### src/rtl/color_ctrl_pkg.sv
// color_ctrl_pkg: shared types and constants for the paddle colour controller.
//   btn_state_t : per-player button FSM states
//   req_type_t  : kind of request a debounced press turns into
//   CH_R/G/B    : channel encodings for the per-player channel pointer
//   next_ch()   : channel rotation R -> G -> B -> R
package color_ctrl_pkg;

  localparam int CH_W_DEFAULT = 4;

  typedef enum logic [1:0] {
    ST_IDLE         = 2'd0,
    ST_DEBOUNCE     = 2'd1,
    ST_PENDING      = 2'd2,
    ST_WAIT_RELEASE = 2'd3
  } btn_state_t;

  typedef enum logic {
    REQ_INC = 1'b0,
    REQ_SEL = 1'b1
  } req_type_t;

  localparam logic [1:0] CH_R = 2'd0;
  localparam logic [1:0] CH_G = 2'd1;
  localparam logic [1:0] CH_B = 2'd2;

  function automatic logic [1:0] next_ch(input logic [1:0] ch);
    return (ch == CH_B) ? CH_R : ch + 2'd1;
  endfunction

endpackage

### src/rtl/color_arb_ctrl_btn_debounce.sv
// btn_debounce: one player's button front end.
//   clk, reset : clock, asynchronous active-low reset
//   inc_n      : increment button, active-low, asynchronous to clk
//   sel_n      : channel-select button, active-low, asynchronous to clk
//   granted    : arbiter accepted this player's pending request this cycle
//   pending    : a debounced request is waiting for the arbiter
//   req_type   : kind of the pending request (SEL wins when both were low)
module btn_debounce
  import color_ctrl_pkg::*;
#(
  parameter int DEBOUNCE_CYCLES = 16
) (
  input  logic      clk,
  input  logic      reset,
  input  logic      inc_n,
  input  logic      sel_n,
  input  logic      granted,
  output logic      pending,
  output req_type_t req_type
);

  localparam int CNT_W = 20;
  // The counter starts at 0 on the first low cycle seen in IDLE; moving on
  // when the incremented value would reach DEBOUNCE_CYCLES-1 means exactly
  // DEBOUNCE_CYCLES low cycles (IDLE cycle included) precede PENDING.
  localparam logic [CNT_W-1:0] CNT_LAST = CNT_W'(DEBOUNCE_CYCLES - 2);

  logic [1:0]       inc_sync_reg;
  logic [1:0]       sel_sync_reg;
  logic             inc_low;
  logic             sel_low;
  logic             any_low;
  btn_state_t       state_reg;
  btn_state_t       state_next;
  logic [CNT_W-1:0] cnt_reg;
  logic [CNT_W-1:0] cnt_next;
  req_type_t        type_reg;
  req_type_t        type_next;

  // Synchronisers idle high so a reset never looks like a press.
  always_ff @(posedge clk or negedge reset) begin
    if (!reset) begin
      inc_sync_reg <= 2'b11;
      sel_sync_reg <= 2'b11;
    end else begin
      inc_sync_reg <= {inc_sync_reg[0], inc_n};
      sel_sync_reg <= {sel_sync_reg[0], sel_n};
    end
  end

  assign inc_low = ~inc_sync_reg[1];
  assign sel_low = ~sel_sync_reg[1];
  assign any_low = inc_low | sel_low;

  always_comb begin
    state_next = state_reg;
    cnt_next   = cnt_reg;
    type_next  = type_reg;
    case (state_reg)
      ST_IDLE: begin
        if (any_low) begin
          state_next = ST_DEBOUNCE;
          cnt_next   = '0;
        end
      end
      ST_DEBOUNCE: begin
        if (!any_low) begin
          state_next = ST_IDLE;
        end else if (cnt_reg == CNT_LAST) begin
          state_next = ST_PENDING;
          type_next  = sel_low ? REQ_SEL : REQ_INC;
        end else begin
          cnt_next = cnt_reg + 1'b1;
        end
      end
      ST_PENDING: begin
        if (granted) state_next = ST_WAIT_RELEASE;
      end
      ST_WAIT_RELEASE: begin
        // No auto-repeat: a press is only re-armed after a full release.
        if (!any_low) state_next = ST_IDLE;
      end
      default: state_next = ST_IDLE;
    endcase
  end

  always_ff @(posedge clk or negedge reset) begin
    if (!reset) begin
      state_reg <= ST_IDLE;
      cnt_reg   <= '0;
      type_reg  <= REQ_INC;
    end else begin
      state_reg <= state_next;
      cnt_reg   <= cnt_next;
      type_reg  <= type_next;
    end
  end

  assign pending  = (state_reg == ST_PENDING);
  assign req_type = type_reg;

endmodule

### src/rtl/color_arb_ctrl.sv
// color_arb_ctrl: two-player paddle colour editor with a shared update unit.
//   clk, reset           : clock, asynchronous active-low reset
//   btn_inc_n[1:0]       : per-player increment buttons, active-low
//   btn_sel_n[1:0]       : per-player channel-select buttons, active-low
//   p0_color, p1_color   : paddle colours {R,G,B}, R in the MSBs
//   p0_ch, p1_ch         : channel each player currently edits (0=R,1=G,2=B)
//   grant[1:0]           : one-hot pulse, player whose update lands this cycle
module color_arb_ctrl
  import color_ctrl_pkg::*;
#(
  parameter int DEBOUNCE_CYCLES = 16,
  parameter int CH_W            = CH_W_DEFAULT
) (
  input  logic              clk,
  input  logic              reset,
  input  logic [1:0]        btn_inc_n,
  input  logic [1:0]        btn_sel_n,
  output logic [3*CH_W-1:0] p0_color,
  output logic [3*CH_W-1:0] p1_color,
  output logic [1:0]        p0_ch,
  output logic [1:0]        p1_ch,
  output logic [1:0]        grant
);

  logic [1:0] pending;
  req_type_t  req_type [2];
  // Winner of the most recent contested cycle; solo grants leave it alone so
  // ties keep alternating. Reset value 1 lets player 0 win the first tie.
  logic       last_reg;

  always_comb begin
    grant = 2'b00;
    case (pending)
      2'b01:   grant = 2'b01;
      2'b10:   grant = 2'b10;
      2'b11:   grant = last_reg ? 2'b01 : 2'b10;
      default: grant = 2'b00;
    endcase
  end

  always_ff @(posedge clk or negedge reset) begin
    if (!reset) begin
      last_reg <= 1'b1;
    end else if (pending == 2'b11) begin
      last_reg <= grant[1];
    end
  end

  for (genvar gi = 0; gi < 2; gi++) begin : g_player
    logic [3*CH_W-1:0] color_reg;
    logic [3*CH_W-1:0] color_next;
    logic [1:0]        ch_reg;
    logic [1:0]        ch_next;

    btn_debounce #(
      .DEBOUNCE_CYCLES(DEBOUNCE_CYCLES)
    ) u_btn (
      .clk     (clk),
      .reset   (reset),
      .inc_n   (btn_inc_n[gi]),
      .sel_n   (btn_sel_n[gi]),
      .granted (grant[gi]),
      .pending (pending[gi]),
      .req_type(req_type[gi])
    );

    always_comb begin
      color_next = color_reg;
      ch_next    = ch_reg;
      if (grant[gi]) begin
        if (req_type[gi] == REQ_SEL) begin
          ch_next = next_ch(ch_reg);
        end else begin
          // Channel arithmetic wraps naturally at CH_W bits.
          case (ch_reg)
            CH_R:    color_next[3*CH_W-1:2*CH_W] = color_reg[3*CH_W-1:2*CH_W] + 1'b1;
            CH_G:    color_next[2*CH_W-1:CH_W]   = color_reg[2*CH_W-1:CH_W] + 1'b1;
            CH_B:    color_next[CH_W-1:0]        = color_reg[CH_W-1:0] + 1'b1;
            default: color_next = color_reg;
          endcase
        end
      end
    end

    always_ff @(posedge clk or negedge reset) begin
      if (!reset) begin
        color_reg <= '0;
        ch_reg    <= CH_R;
      end else begin
        color_reg <= color_next;
        ch_reg    <= ch_next;
      end
    end
  end

  assign p0_color = g_player[0].color_reg;
  assign p1_color = g_player[1].color_reg;
  assign p0_ch    = g_player[0].ch_reg;
  assign p1_ch    = g_player[1].ch_reg;

endmodule

### config.mk
export PLATFORM = sky130hd
export DESIGN_NAME = color_arb_ctrl
export DESIGN_NICKNAME = d
export VERILOG_FILES = /design/src/rtl/color_ctrl_pkg.sv /design/src/rtl/color_arb_ctrl_btn_debounce.sv /design/src/rtl/color_arb_ctrl.sv
export SDC_FILE = /design/constraint.sdc
export NUM_CORES = 1
export LEC_CHECK = 0
export ABC_AREA = 1
export CORE_ASPECT_RATIO = 1.2
export CORE_MARGIN = 2
export CORE_UTILIZATION = 40
export DETAILED_ROUTE_END_ITERATION = 8
export PLACE_DENSITY_LB_ADDON = 0.05
export SLEW_MARGIN = 20
export SYNTH_ARGS = -nofsm -noshare
export SYNTH_HDL_FRONTEND = slang
export SYNTH_SLANG_ARGS = --single-unit
### constraint.sdc
create_clock -name clk -period 1.6 [get_ports clk]
set_clock_uncertainty 0.15 [all_clocks]
set_input_delay 0.16 -clock clk [delete_from_list [all_inputs] [get_ports clk]]
set_output_delay 0.16 -clock clk [all_outputs]
set_load 0.01 [all_outputs]
# Word-level counts from Yosys, hierarchy flattened
# Cells that the tools add are included.
# totals
regBits	83
latch_bits	0
mem_bits_rw	0
romBits	0
output_inout_bits	30
elab_cells	110
n_memories	0
# classes
addsub	10
multipliers	0
div	0
n_lt_le_gt_ge	0
n_eq_ne	27
n_shift	0
n_mux	26
bitwise	8
n_reduce_logical	20
# op_table
cell	count
two-way mux 20 bit	6
one-hot mux 20 bit (2 select lines)	2
adder 20 x 1 -> 20 bit (second input constant)	2
== test 20 x 4 -> 1 bit (second input constant)	2
two-way mux 2 bit	13
adder 4 x 1 -> 4 bit (second input constant)	6
AND reduction 3 bit	8
== test 2 bit (second input constant)	8
one-hot mux 2 bit (4 select lines)	2
AND reduction 4 bit	4
!= test 2 bit (second input constant)	6
== test 2 x 1 -> 1 bit (second input constant)	5
zero test 2 bit	4
!= test 2 x 1 -> 1 bit (second input constant)	4
!= test 3 bit (second input constant)	2
inverter 1 bit	6
one-hot mux 2 bit (3 select lines)	1
adder 2 x 1 -> 2 bit (second input constant)	2
AND reduction 2 bit	2
nonzero test 2 bit	2
two-way mux 1 bit	2
OR 1 bit	2

# Longest topological paths before layout
# Gate-level depths: netlist of the first run.
# logic_depth
word_depth	5
depth_mapped	10
ltp_nobuf	10

# Hierarchy
# From an unflattened synthesis of the first run, not the netlist that was laid out.
# unflattened
cells_unflattened	687
hier_area_um2	5173.7
# by_module_without_submodules
mod	instances	cells_per_inst	area_each_um2	seq_area_each_um2
btn_debounce (g_player[1].u_btn)	1	244	1799.2	680.7
btn_debounce (g_player[0].u_btn)	1	244	1795.5	680.7
color_arb_ctrl	1	199	1579.0	726.9

# Worst setup path before layout of the first run
# Ideal clock, no wire load.
# synth_path
path_kind	register -> register
startpoint	reg g_player[1].u_btn.cnt_reg[0]
endpoint	reg g_player[1].u_btn.cnt_reg[12]
setup_time_ps	76
t_arrival_ps	1406
slack_ps	-32
path_stages_with_launch	10
synth_period_minus_slack_ps	1632
cell_sequence	dfrtp_1 > ha_1 > inv_1 > nor2_1 > nand2_2 > nor2_1 > nand2_1 > nand2_1 > nand3_1 > o21ai_1
# synth_via
elab_chain_cells	4
elab_cells_between_ends	7
classes_between	add/sub: 1; eq/ne: 2; mux: 3; reduce/logical: 1
# synth_lines
item	line_no	rtl
start: declaration	color_arb_ctrl_btn_debounce.sv:35	logic [CNT_W-1:0] cnt_reg;
start signal: assignment	color_arb_ctrl_btn_debounce.sv:94	cnt_reg <= cnt_next;
adder 20 x 1 -> 20 bit	color_arb_ctrl_btn_debounce.sv:73	cnt_next = cnt_reg + 1'b1;
two-way mux 20 bit	color_arb_ctrl_btn_debounce.sv:69	end else if (cnt_reg == CNT_LAST) begin
two-way mux 20 bit	color_arb_ctrl_btn_debounce.sv:67	if (!any_low) begin
one-hot mux 20 bit (2 select lines)	color_arb_ctrl_btn_debounce.sv:59	case (state_reg)
# Several ways; a longest one is shown, not always the timed one. The select of a mux whose other input is x is not followed.
# A chain may end at the register's enable or synchronous reset.

# Worst setup path after layout of the first run
# layout_path
startpoint	reg g_player[0].u_btn.cnt_reg[0]
endpoint	reg g_player[0].u_btn.cnt_reg[5]
# layout_via
elab_chain_cells	4
elab_cells_between_ends	7
classes_between	add/sub: 1; eq/ne: 2; mux: 3; reduce/logical: 1
# layout_lines
item	line_no
start: declaration	color_arb_ctrl_btn_debounce.sv:35
start signal: assignment	color_arb_ctrl_btn_debounce.sv:94
adder 20 x 1 -> 20 bit	color_arb_ctrl_btn_debounce.sv:73
two-way mux 20 bit	color_arb_ctrl_btn_debounce.sv:69
two-way mux 20 bit	color_arb_ctrl_btn_debounce.sv:67
one-hot mux 20 bit (2 select lines)	color_arb_ctrl_btn_debounce.sv:59
# Several ways; a longest one is shown, not always the timed one. The select of a mux whose other input is x is not followed.

==> flow_summary.toml, run 1 <==
[worst_setup_path]
cpLargestDelayFamily = "simple AND/OR/NAND/NOR gates"
crit_type = "flop to flop"
critPathMaxStageDelay_ns = 0.41
crit_chain = "inv_1 -> ha_2 -> nand3_2 -> nor2_2 -> nand3_2 -> nand2_8 -> clkbuf_16 -> o21ai_1"
required_ns = 1.69
path_common_cell = "nand3_2"
cp_max_fo = 8
crit_buf_inv = 2
r2r_cells = 8
start_kind = "flop"
timing.rr.start = "g_player[0].u_btn.cnt_reg[0]$_DFFE_PN0P_"
ff2ff_setup_slack_ns = -0.08
crit_cells = 8
r2r_end = "g_player[0].u_btn.cnt_reg[5]$_DFFE_PN0P_"
end_kind = "flop"
critical_path_arrival_ns = 1.76
slowest_stage = "dfrtp_1"

[cells_and_area]
area_delta_synth_final_pct = 46.7
final_cell_area_um2 = 6650
final_nets = 748
antennaDiodeCount = 0
fin_util_pct = 60.3
largest_reg_flops = 40
stdcell_count = 869
drive_above_1_share_pct = 35.1

[global_route]
grt_busiest_layer = "met2"
grt_pass1_vias = 4268
overflow = 0
grt_max_degree = 30
grt.total_usage_pct = 19.2
grt_pass1_wl_mm = 18.8
antenna_found_initial = 0
grt_use_met2_pct = 34.1
use_met3_pct = 2.25
grtUsageMet1_pct = 22.8

[detailed_routing]
drtPass1Iterations = 5
drt-vias-per-instance = 4.92
post_drt_wl_per_cell_um = 13.3
vias = 4279
ant_nets = 0
drc = 0
drtIter0Drc = 98
wl_mm = 11.5

[timing]
fin_setup_tns_ns = -1.08
holdWs_ns = 0.0718
clock.fmax_ghz = 0.597
rsz0062_at_grt = "true"
max-slew-margin-rel_pct = 71.5
drv_slew = 0
finalCritPeriodShare_pct = 105
timing.final.hold_violations = 0
timing.final.ws_setup_ns = -0.0753
max_slew.worst_pin.slew_ns = 0.428
fin_crit_ns = 1.68
setup_violations = 34

[power_and_ir_drop]
ir_drop_v = 0.000524
power_density_nw_per_um2 = 843
p_leak_nw = 3.25
finalPower_mw = 5.60

[floorplan]
pin_count = 36
rows = 42
die_y_um = 121
die_width_um = 101
coreArea_um2 = 11000
start_util_pct = 41.1
die_area_um2 = 12200

[outcome]
violations = "setup timing"
status = "finished with violations"

[placed_design]
dp_slack_ns = -0.132
port_buffers = 35
dpl.cell_count = 824
placed_area_um2 = 5570
hpwl_mm = 8.00
place_congestion = 0.849

[logic_synthesis]
ys_types = 29
syn_avg_cell_area_um2 = 7.64
synth_top_area_cell = "dfrtp_1"
synth_top_area_share_pct = 40.9
syn-cell-area_um2 = 4530
synth_seq_area_share_pct = 46.1
synth_seq_cells = 83
ys.warnings.count = 0
synth.net_count = 609
synth_area_leaders = "dfrtp_1 (41%), nand2_1 (15%), nor2_1 (7.6%)"
synth_cells = 593

[clock_tree]
cts_made_buffers = 9
htreeDepth = 3
clkSlewWorstSetupHoldPaths_ns = 0.07
clk_latency_ns = 0.35
clock-root-buffer = "clkbuf_16"
clock-sinks = 83
cts_max_path_buffers = 2
tritoncts = "yes"

[min_path]
worstHoldStart = "btn_sel_n[1]"
holdPathEnd = "g_player[1].u_btn.sel_sync_reg[0]$_DFF_PN1_"
hp-class = "primary input to flop"
hold_depth = 1

[job]
max-cap-violations = 0
-- synth_stat cells (all sizes together) --
master,instances
mux2,1
or2,2
nor3,3
dfrtp,74
nor2,94
nand3b,1
o21bai,11
xor2,18
ha,10
o22ai,1
nand4,16
nand3,47
inv,46
buf,10
nand2,191
o21ai,42
xnor2,10
dfstp,9
a21oi,7
-- power by group --
part | internal [mW] | leakage, nW | total [mW] | switching [mW]
registers | 2.25 | 1.10 | 2.43 | 0.175
clock network | 1.07 | 0.130 | 1.98 | 0.911
logic | 0.583 | 2.01 | 1.20 | 0.619
total | 3.90 | 3.25 | 5.60 | 1.71
-- layer usage --
layer	vias to the layer above	wire length, um
li1	2194	-
met1	2028	4950
met2	39	6110
met3	18	199
met5	-	0
met4	0	274
-- worst max path at each step --
stage	start	endpoint	slack, ns
2_1_floorplan	g_player[1].u_btn.cnt_reg[0]$_DFFE_PN0P_	g_player[1].u_btn.cnt_reg[12]$_DFFE_PN0P_	-0.01
3_3_place_gp	last_reg$_DFFE_PN1N_	grant[0]	-0.1
3_5_place_dp	last_reg$_DFFE_PN1N_	grant[0]	-0.13
4_1_cts	g_player[0].u_btn.state_reg[0]$_DFFE_PN0P_	grant[1]	-0.03
5_1_grt	g_player[0].u_btn.cnt_reg[0]$_DFFE_PN0P_	g_player[0].u_btn.cnt_reg[5]$_DFFE_PN0P_	-0.15
6_report	g_player[0].u_btn.cnt_reg[0]$_DFFE_PN0P_	g_player[0].u_btn.cnt_reg[5]$_DFFE_PN0P_	-0.08
-- worst register-to-register path: cells and delay by family (launching register included) --
kind	cells	cell delay, ns
AO/OA/AOI/OAI	1	0.07
adder cells (fa/ha/maj)	1	0.17
buffers and inverters	2	0.27
flip-flops	1	0.41
AND/OR/NAND/NOR	4	0.50
-- layout by cell type, fill, tap and decap left out, types with 15 or more instances in the layout --
master	netlist	layout
nand2_2	4	41
nor2_2	1	19
clkdlybuf4s50_1	0	15
inv_1	43	38
nor2_1	92	69
o21ai_2	1	17
nand3_1	46	40
xor2_1	18	18
nand2_1	187	135
o21ai_1	1	17
buf_4	3	85
nand4_1	16	16
dfrtp_1	74	67
-- logic make-up (layout without fill, tap and decap cells) --
logic type	count (synthesis)	in the layout	share of synthesized area (%)
AO/OA/AOI/OAI	61	61	7.45
XOR/XNOR	28	28	5.41
adder cells (fa/ha/maj)	10	10	2.76
buffers and inverters	56	200	5.49
flip-flops	83	83	46.1
multiplexers	1	1	0.248
AND/OR/NAND/NOR	354	354	32.6
-- what timing repair did --
item	CTS	global route
gates cloned	2	4
setup endpoints to repair	68	69
hold buffers	1	0
setup buffers	16	9
resized for setup	57	170
endpoints found under the hold margin	75	0
pin swaps	9	41
-- layout make-up --
cell class              count  area (um2)
well taps                 132         165
multi-input cells         454        2650
clock inverters             6        46.3
repair buffers            136        1250
repair inverters            2        17.5
inverters                  46         198
flip-flops and latches     83        2100
fillers                  1003        4390
clock buffers              10         229
(Power assumes the default switching activity.)
==> run 2, diff against run 1 <==
CORE_MARGIN = 3   (was 2)
CTS_BUF_LIST = sky130_fd_sc_hd__clkbuf_8   (was default)
==> run 2 against run 1 <==
Against the previous run: the flow still finishes with violations (setup timing); register-to-register slack is essentially flat; maximum frequency grew 0.78%; global-route usage fell by 0.67 points; non-clock buffer count rose by 3; final cell count down 0.12%; sequential share of layout area barely moved; largest cell class unchanged.
==> flow_summary.toml, run 2 (synthesis gave the netlist of run 1 again) <==
[detailed_routing]
drc = 0
drtPass1Iterations = 4
wl_met2_mm = 5.90
ant_nets = 0
drtIter0Drc = 160
top_layer = "met4"
drt-met1-wl_mm = 5.14
drt-vias-per-instance = 4.94
wl_met3_um = 269
post_drt_wl_per_cell_um = 13.2
vias = 4286
wl_mm = 11.5

[worst_setup_path]
timing.rr.start = "g_player[1].u_btn.cnt_reg[0]$_DFFE_PN0P_"
required_ns = 1.69
ff2ff_setup_slack_ns = -0.06
r2r_end = "g_player[1].u_btn.cnt_reg[11]$_DFFE_PN0P_"
critical_path_arrival_ns = 1.75
r2r_cells = 9
start_kind = "flop"
crit_type = "flop to flop"
cp_max_fo = 6
end_kind = "flop"

[clock_tree]
clock-root-buffer = "clkbuf_8"
clkSlewWorstSetupHoldPaths_ns = 0.10
cts_max_path_buffers = 2
clock-sinks = 83
tritoncts = "yes"
cts_made_buffers = 9
htreeDepth = 3
clk_latency_ns = 0.36

[timing]
drv_slew = 0
setup_violations = 20
max_slew.worst_pin.slew_ns = 0.462
rsz0062_at_grt = "true"
timing.final.hold_violations = 0
fin_crit_ns = 1.66
clock.fmax_ghz = 0.602
max-slew-margin-rel_pct = 69.2
finalCritPeriodShare_pct = 104
timing.final.ws_setup_ns = -0.0623

[placed_design]
hpwl_mm = 7.45
place_congestion = 0.855
port_buffers = 35
dpl.cell_count = 817

[cells_and_area]
final_cell_mix = "nand2_1 (144), buf_4 (89), dfrtp_1 (68)"
area_delta_synth_final_pct = 46.4
stdcell_count = 868
final_common_cell = "nand2_1"
antennaDiodeCount = 0
drive_above_1_share_pct = 36.8
fillers = 954
final_nets = 750
largest_reg_flops = 40

[power_and_ir_drop]
power_density_nw_per_um2 = 766
p_leak_nw = 3.25
finalPower_mw = 5.08
ir_drop_v = 0.000470

[global_route]
antenna_found_initial = 0
grt_pass1_vias = 4109
overflow = 0
grt.total_usage_pct = 18.5
grt_pass1_wl_mm = 18.7
grt_max_degree = 84

[outcome]
status = "finished with violations"
violations = "setup timing"

[floorplan]
die_y_um = 123
rows = 41
die_width_um = 103
die_area_um2 = 12700
pin_count = 36
start_util_pct = 42.1
coreArea_um2 = 10800

[min_path]
holdPathEnd = "g_player[1].u_btn.inc_sync_reg[0]$_DFF_PN1_"
worstHoldStart = "btn_inc_n[1]"
hold_depth = 1
hp-class = "primary input to flop"

[job]
max-cap-violations = 0
==> run 2: changes by cell type in the layout (fill, tap and decap cells not counted), moves of 4 or more <==
cell	before	now
o21ai_1	17	12
nor2_1	69	62
o21ai_2	17	21
buf_4	85	89
clkbuf_8	0	9
dlygate4sd2_1	10	22
clkdlybuf4s50_1	15	5
nand2_2	41	32
nor2_4	6	10
clkbuf_16	11	3
nand2_1	135	144
inv_2	4	8
==> run 2: how the worst max path moves through the flow <==
stage | slack, ns | to | cells after the start | from
final | -0.06 | g_player[1].u_btn.cnt_reg[11]$_DFFE_PN0P_ | 9 | g_player[1].u_btn.cnt_reg[0]$_DFFE_PN0P_
after global routing | -0.16 | p1_color[11]$_DFFE_PN0P_ | 9 | g_player[0].u_btn.state_reg[0]$_DFFE_PN0P_
after CTS | -0.08 | grant[1] | 6 | g_player[0].u_btn.state_reg[0]$_DFFE_PN0P_
after detailed placement | -0.13 | grant[0] | 5 | last_reg$_DFFE_PN1N_
after global placement | -0.1 | grant[0] | 5 | last_reg$_DFFE_PN1N_
after floorplan | -0.01 | g_player[1].u_btn.cnt_reg[12]$_DFFE_PN0P_ | 9 | g_player[1].u_btn.cnt_reg[0]$_DFFE_PN0P_
==> run 2: per-layer routing <==
metal,vias up,global-route usage (%)
met4,0,5.91
met2,51,31.0
li1,2191,-
met5,-,0
met1,2033,24.0
met3,11,3.58
==> run 2: cell type report <==
type                    instances  area [um2]  area share [%]
clock buffers                   9         124            1.87
clock inverters                 7        50.0           0.754
inverters                      46         193            2.90
multi-input cells             454        2740            41.3
flip-flops and latches         83        2100            31.6
well taps                     129         161            2.43
repair buffers                139        1260            19.0
repair inverters                1        6.26          0.0943
==> run 2: metrics by stage <==
step | setup slack, ns | hold WS [ns] | utilization (%) | cell area, um2 | TNS (ns)
global route | -0.163 | 0.0225 | 61.6 | 6640 | -4.35
finish | -0.0623 | 0.0537 | 61.6 | 6640 | -0.582
global placement | -0.0951 | 0.0826 | 51.3 | 5520 | -0.943
floorplan | -0.0143 | -0.286 | - | 4540 | -0.0308
detailed placement | -0.134 | 0.0832 | 51.3 | 5520 | -2.05
CTS | -0.0806 | 0.0243 | 56.3 | 6060 | -0.335
==> run 2: critical path, cell delays in order (launching register included) <==
cell and delay, ns:
dfrtp_1 0.41, inv_2 0.08, ha_4 0.12, nand3_2 0.05, nor2_2 0.13, nand3_2 0.11
nand2_4 0.11, buf_12 0.14, clkbuf_16 0.15, o21ai_1 0.07
==> run 2: what timing repair did <==
item	CTS	global route
cloned	2	3
hold endpoints to repair	74	0
hold buffers	1	0
gates resized for setup	88	159
setup endpoints to repair	85	70
buffers inserted	26	6
pin swaps	10	47
==> run 2: where the power goes <==
group	internal [mW]	switching, mW	leakage, nW	total, mW
clock	0.573	0.830	0.0878	1.40
combinational	0.609	0.632	2.06	1.24
sequential	2.25	0.191	1.10	2.44
